==> src/rtl/polyphase_decim_fir.sv <==
// Decimating FIR: keeps every D-th filtered sample through a 3-stage shift/multiply/sum pipeline.
// Define ROUND_SAT_EN for round-half-up plus saturation; otherwise floor shift and two's-complement wrap.
module polyphase_decim_fir #(
    parameter int IN_W = 8,
    parameter int COEF_W = 9,
    parameter int D = 2,
    parameter int N = 4,
    parameter logic [N*COEF_W-1:0] COEFS = {9'sd10, 9'sd246, 9'sd246, 9'sd10},
    parameter int SHIFT = 0,
    parameter int OUT_W = 18,
    localparam int ACC_W = IN_W + COEF_W + $clog2(N),
    localparam int PH_W = (D > 1) ? $clog2(D) : 1
) (
    input  logic                    clk,
    input  logic                    rst_n,
    input  logic                    in_valid,
    input  logic signed [IN_W-1:0]  in_data,
    input  logic                    sync_clr,
    output logic                    out_valid,
    output logic signed [OUT_W-1:0] out_data,
    output logic [PH_W-1:0]         phase
);

    localparam int PROD_W = IN_W + COEF_W;
    localparam int EXT_W = ((ACC_W > OUT_W) ? ACC_W : OUT_W) + 2;

`ifdef ROUND_SAT_EN
    localparam logic signed [EXT_W-1:0] RND =
        (SHIFT > 0) ? (EXT_W'(1) << ((SHIFT > 0) ? SHIFT - 1 : 0)) : EXT_W'(0);
    localparam logic signed [EXT_W-1:0] SAT_MAX = {{(EXT_W-OUT_W+1){1'b0}}, {(OUT_W-1){1'b1}}};
    localparam logic signed [EXT_W-1:0] SAT_MIN = ~SAT_MAX;
`endif

    function automatic logic signed [COEF_W-1:0] coef(input int k);
        return COEFS[k*COEF_W +: COEF_W];
    endfunction

    function automatic logic signed [OUT_W-1:0] post_proc(input logic signed [ACC_W-1:0] acc);
`ifdef ROUND_SAT_EN
        logic signed [EXT_W-1:0] v;
        v = (EXT_W'(acc) + RND) >>> SHIFT;
        if (v > SAT_MAX) begin
            post_proc = OUT_W'(SAT_MAX);
        end else if (v < SAT_MIN) begin
            post_proc = OUT_W'(SAT_MIN);
        end else begin
            post_proc = OUT_W'(v);
        end
`else
        post_proc = OUT_W'(acc >>> SHIFT);
`endif
    endfunction

    logic signed [IN_W-1:0]   x_q [N];
    logic signed [IN_W-1:0]   x_d [N];
    logic signed [PROD_W-1:0] prod_q [N];
    logic signed [PROD_W-1:0] prod_d [N];
    logic [PH_W-1:0]          phase_q, phase_d;
    logic                     fire_q, fire_d;
    logic                     pvld_q;
    logic                     out_valid_q;
    logic signed [OUT_W-1:0]  out_data_q, out_data_d;
    logic signed [ACC_W-1:0]  acc_s;
    logic                     accept_s, dec_s;

    // Stage A next state: delay-line shift, phase advance and fire decision
    always_comb begin
        accept_s = in_valid & ~sync_clr;
        dec_s    = accept_s && (phase_q == PH_W'(D - 1));
        x_d      = x_q;
        phase_d  = phase_q;
        fire_d   = dec_s;
        if (accept_s) begin
            x_d[0] = in_data;
            for (int k = 1; k < N; k++) begin
                x_d[k] = x_q[k-1];
            end
            if (dec_s) begin
                phase_d = '0;
            end else begin
                phase_d = phase_q + PH_W'(1);
            end
        end else begin
            phase_d = phase_q;
        end
    end

    // Stage B/C datapath: per-tap products, full-precision sum, output scaling
    always_comb begin
        acc_s = '0;
        for (int k = 0; k < N; k++) begin
            prod_d[k] = PROD_W'(x_q[k]) * PROD_W'(coef(k));
            acc_s     = acc_s + ACC_W'(prod_q[k]);
        end
        out_data_d = post_proc(acc_s);
    end

    // Pipeline registers; a flush drops in-flight results but leaves out_data untouched
    always_ff @(posedge clk or negedge rst_n) begin
        if (!rst_n) begin
            for (int k = 0; k < N; k++) begin
                x_q[k]    <= '0;
                prod_q[k] <= '0;
            end
            phase_q     <= '0;
            fire_q      <= 1'b0;
            pvld_q      <= 1'b0;
            out_valid_q <= 1'b0;
            out_data_q  <= '0;
        end else if (sync_clr) begin
            for (int k = 0; k < N; k++) begin
                x_q[k]    <= '0;
                prod_q[k] <= '0;
            end
            phase_q     <= '0;
            fire_q      <= 1'b0;
            pvld_q      <= 1'b0;
            out_valid_q <= 1'b0;
        end else begin
            x_q         <= x_d;
            phase_q     <= phase_d;
            fire_q      <= fire_d;
            pvld_q      <= fire_q;
            out_valid_q <= pvld_q;
            if (fire_q) begin
                prod_q <= prod_d;
            end
            if (pvld_q) begin
                out_data_q <= out_data_d;
            end
        end
    end

    assign out_valid = out_valid_q;
    assign out_data  = out_data_q;
    assign phase     = phase_q;

endmodule

==> config.mk <==
export PLATFORM = sky130hd
export DESIGN_NAME = polyphase_decim_fir
export DESIGN_NICKNAME = d
export VERILOG_FILES = /design/src/rtl/polyphase_decim_fir.sv
export SDC_FILE = /design/constraint.sdc
export NUM_CORES = 1
export LEC_CHECK = 0
export ABC_AREA = 1
export BUFFER_PORTS_ARGS = -buffer_cell sky130_fd_sc_hd__buf_2
export CORE_MARGIN = 4
export CORE_UTILIZATION = 40
export CTS_CLUSTER_DIAMETER = 60
export DETAILED_ROUTE_END_ITERATION = 8
export REMOVE_ABC_BUFFERS = 1
export SLEW_MARGIN = 20
export SYNTH_ARGS = -nofsm -noshare
export SYNTH_HDL_FRONTEND = slang
export SYNTH_SLANG_ARGS = --single-unit
export TNS_END_PERCENT = 10
==> constraint.sdc <==
create_clock -name clk -period 5.35 [get_ports clk]
set_input_delay 1.07 -clock clk [delete_from_list [all_inputs] [get_ports clk]]
set_output_delay 1.07 -clock clk [all_outputs]
set_load 0.05 [all_outputs]
==> metrics.txt <==
Mapped Cells=1120; pwr/cell area=around 180 nW/um2; warnings from Yosys=0; syn_area_per_cell=~8.5 um2; most area-hungry cell type in the Yosys netlist=dfrtp_1; Placed Instances=around 1500; root buf cell=clkbuf_16; Port-buffer cells=30; total power=1.904 mW; Yosys reg bits=109; die area=roughly 26000 um2; hpwl dp=roughly 17000 um; critical path's top delay family=adder cells; Core Area=~23000 um2; GRT overflow=0; ys async rst share=1.000; sequential share of the synthesized area=0.2864; CTS sink cnt=109; post-route antenna net violation count=0; TNS Setup=0 ps; clock-pin slew on the worst setup and hold paths=90 ps; Final min period=3934 ps; Finished Cell Area=~10000 um2; MaxCap Viol Count=0; hold_buf cts=0; Slew Viols, Final=0; Post-synth EDFFs=0; Crit. End Element=flip-flop; initial antenna violation count=0; Ports=32; Max stage delay on crit path=520 ps; worst-skew pair later-pin latency=360 ps; via count=slightly above 7000; VDD IR-drop max=approximately 160 uV; pre-CTS WS=about 1500 ps; proportion of netlist area held by the largest area contributor=0.2864; Worst Hold Class=flip-flop to flip-flop; Via density=between 4 and 5; die width=~160 um; final period utilization=0.7354; CTS Buf Count=9; fmax=254.2 MHz; Layout Cells excl Fill=1468; diode count=0; Initial Utilization=0.4058; number of global-route vias before repair=7313; CTS tree=built; clock buffer depth=2; share of cells above drive strength 1=0.06527; crit path kind=flip-flop to flip-flop; Placed Area=around 10000 um2; skew final=about 16 ps; Crit Path Max Fanout=5; WP data arrival=~4200 ps; first-pass GRT wire length=~37000 um; Rows=56; initial drt markers=approximately 380; critical-path cell list=ha_1 > xnor2_1 > inv_1 > ha_1 > or2_2 > fa_1 > inv_1 > fa_1 > inv_1 > ha_1 > nand2_1 > o21ai_0 > nand2_1 > nand3_1 > nand3_1 > nand3_1 > nand2_1; Post CTS Setup Buffer Count=0; wirelength, routed=about 22000 um; Final Setup Violations=0; RSZ-0062 raised after global routing=false; Slew HR=0.3887; Synth Flop Type=dfrtp_1; H-tree depth=3; CTS resizes=0; DRC=0; Routability Congestion=slightly below 0.9; post-layout worst setup margin=around 1400 ps; post-layout util=0.4392; Hold WS=479.6 ps; layout net count=roughly 1400; Buf/Inv on CP=3; CP startpoint kind=flip-flop; P_leak=5.799 nW; Area contributors post-synth=dfrtp_1 29%, ha_1 17%, fa_1 15%; Mapped Area=between 9000 and 10000 um2; CP max-delay cell=fa_1; routed len/inst=around 15 um; TritonRoute pass-1 iters=5; largest net degree at the start of global routing=57; outcome=complete, no violations; CP required=between 5000 and 6000 ps; Overall Global Routing Usage=0.1738; Die Y=about 160 um; final hold vios=0; Slew @ Worst Pin=around 900 ps; post-synthesis cell type count=39; P&R area growth vs syn=8.222%
[layout make-up]
type | instances | area [um2]
Clock buffer | 9 | 225.2
Clock inverter | 7 | 83.83
Fill cell | 2329 | 13160
Inverter | 196 | 735.7
Multi-Input combinational cell | 795 | 5962
Sequential cell | 109 | 2728
Tap cell | 319 | 399.1
Timing Repair Buffer | 33 | 175.2
[power breakdown]
group	switching [mW]	internal [mW]
Sequential	0.0250	0.848
Combinational	0.234	0.103
Clock	0.358	0.337
[per-layer routing]
| layer | share of wire | routed length (um) | GRT usage | vias to the layer above |
|---|---|---|---|---|
| met4 | 0.022 | 469 | 0.05190 | 0 |
| li1 | - | - | - | 3650 |
| met2 | 0.47 | 10060 | 0.2821 | 97 |
| met3 | 0.022 | 469 | 0.01421 | 24 |
| met1 | 0.49 | 10610 | 0.2495 | 3455 |
| met5 | 0 | 0 | 0 | - |
[worst paths after layout]
kind,slack [ps],cells past startpoint,to,start
min in group asynchronous,750,1,out_data[4],rst_n
max,1420,17,prod_q[49],x_q[17]
min,480,2,out_data[10],out_data[10]
min reg2reg,480,2,out_data[10],out_data[10]
max in group asynchronous,3620,2,x_q[4],rst_n
max reg2reg,1420,17,prod_q[49],x_q[17]
[cell families (layout without fill, tap and decap cells)]
kind of cell,after synthesis,after routing,share of synthesized area
compound gates,183,183,0.1092
xor+xnor,32,32,0.02942
fa+ha+maj,199,199,0.3181
buf+inv,216,245,0.08853
flops,109,109,0.2864
other cells,1,1,0.0003937
simple gates,380,380,0.1680
[worst register-to-register path: stages, from the launching register on]
cell and delay [ps]:
dfrtp_1 450, ha_1 360, xnor2_1 230, inv_1 80, ha_1 170, or2_2 310, fa_1 510, inv_1 50
fa_1 520, inv_1 40, ha_1 370, nand2_1 110, o21ai_0 240, nand2_1 110, nand3_1 80, nand3_1 70
nand3_1 70, nand2_1 50
[sequential cells by signal, summed over array words and instances (netlist names)]
signal	cells
prod_q	56
x_q	32
out_data	17
fire_q	1
out_valid	1
phase	1
pvld_q	1
[cells in the final DEF (no fill, tap or decap), types with 7 or more instances in the layout]
cell type,n
xor2_1,15
a22o_1,8
dfrtp_1,109
xnor2_1,17
a21o_1,8
ha_1,127
nand4_1,7
o22ai_1,19
inv_1,191
nand2_1,238
o21ai_0,67
nand3_1,62
a21oi_1,58
buf_2,29
nand2_2,9
fa_1,72
clkbuf_16,9
nor2_1,49
[cells in the mapped netlist (7+ instances only)]
cell type and count:
a21o_1 8, a21oi_1 58, a22o_1 8, buf_2 14, dfrtp_1 109, fa_1 72, ha_1 127, inv_1 191
nand2_1 238, nand2_2 9, nand3_1 62, nand4_1 7, nor2_1 50, o21ai_0 67, o22ai_1 19, xnor2_1 17
xor2_1 15
Power figures use the tool's default switching activity.
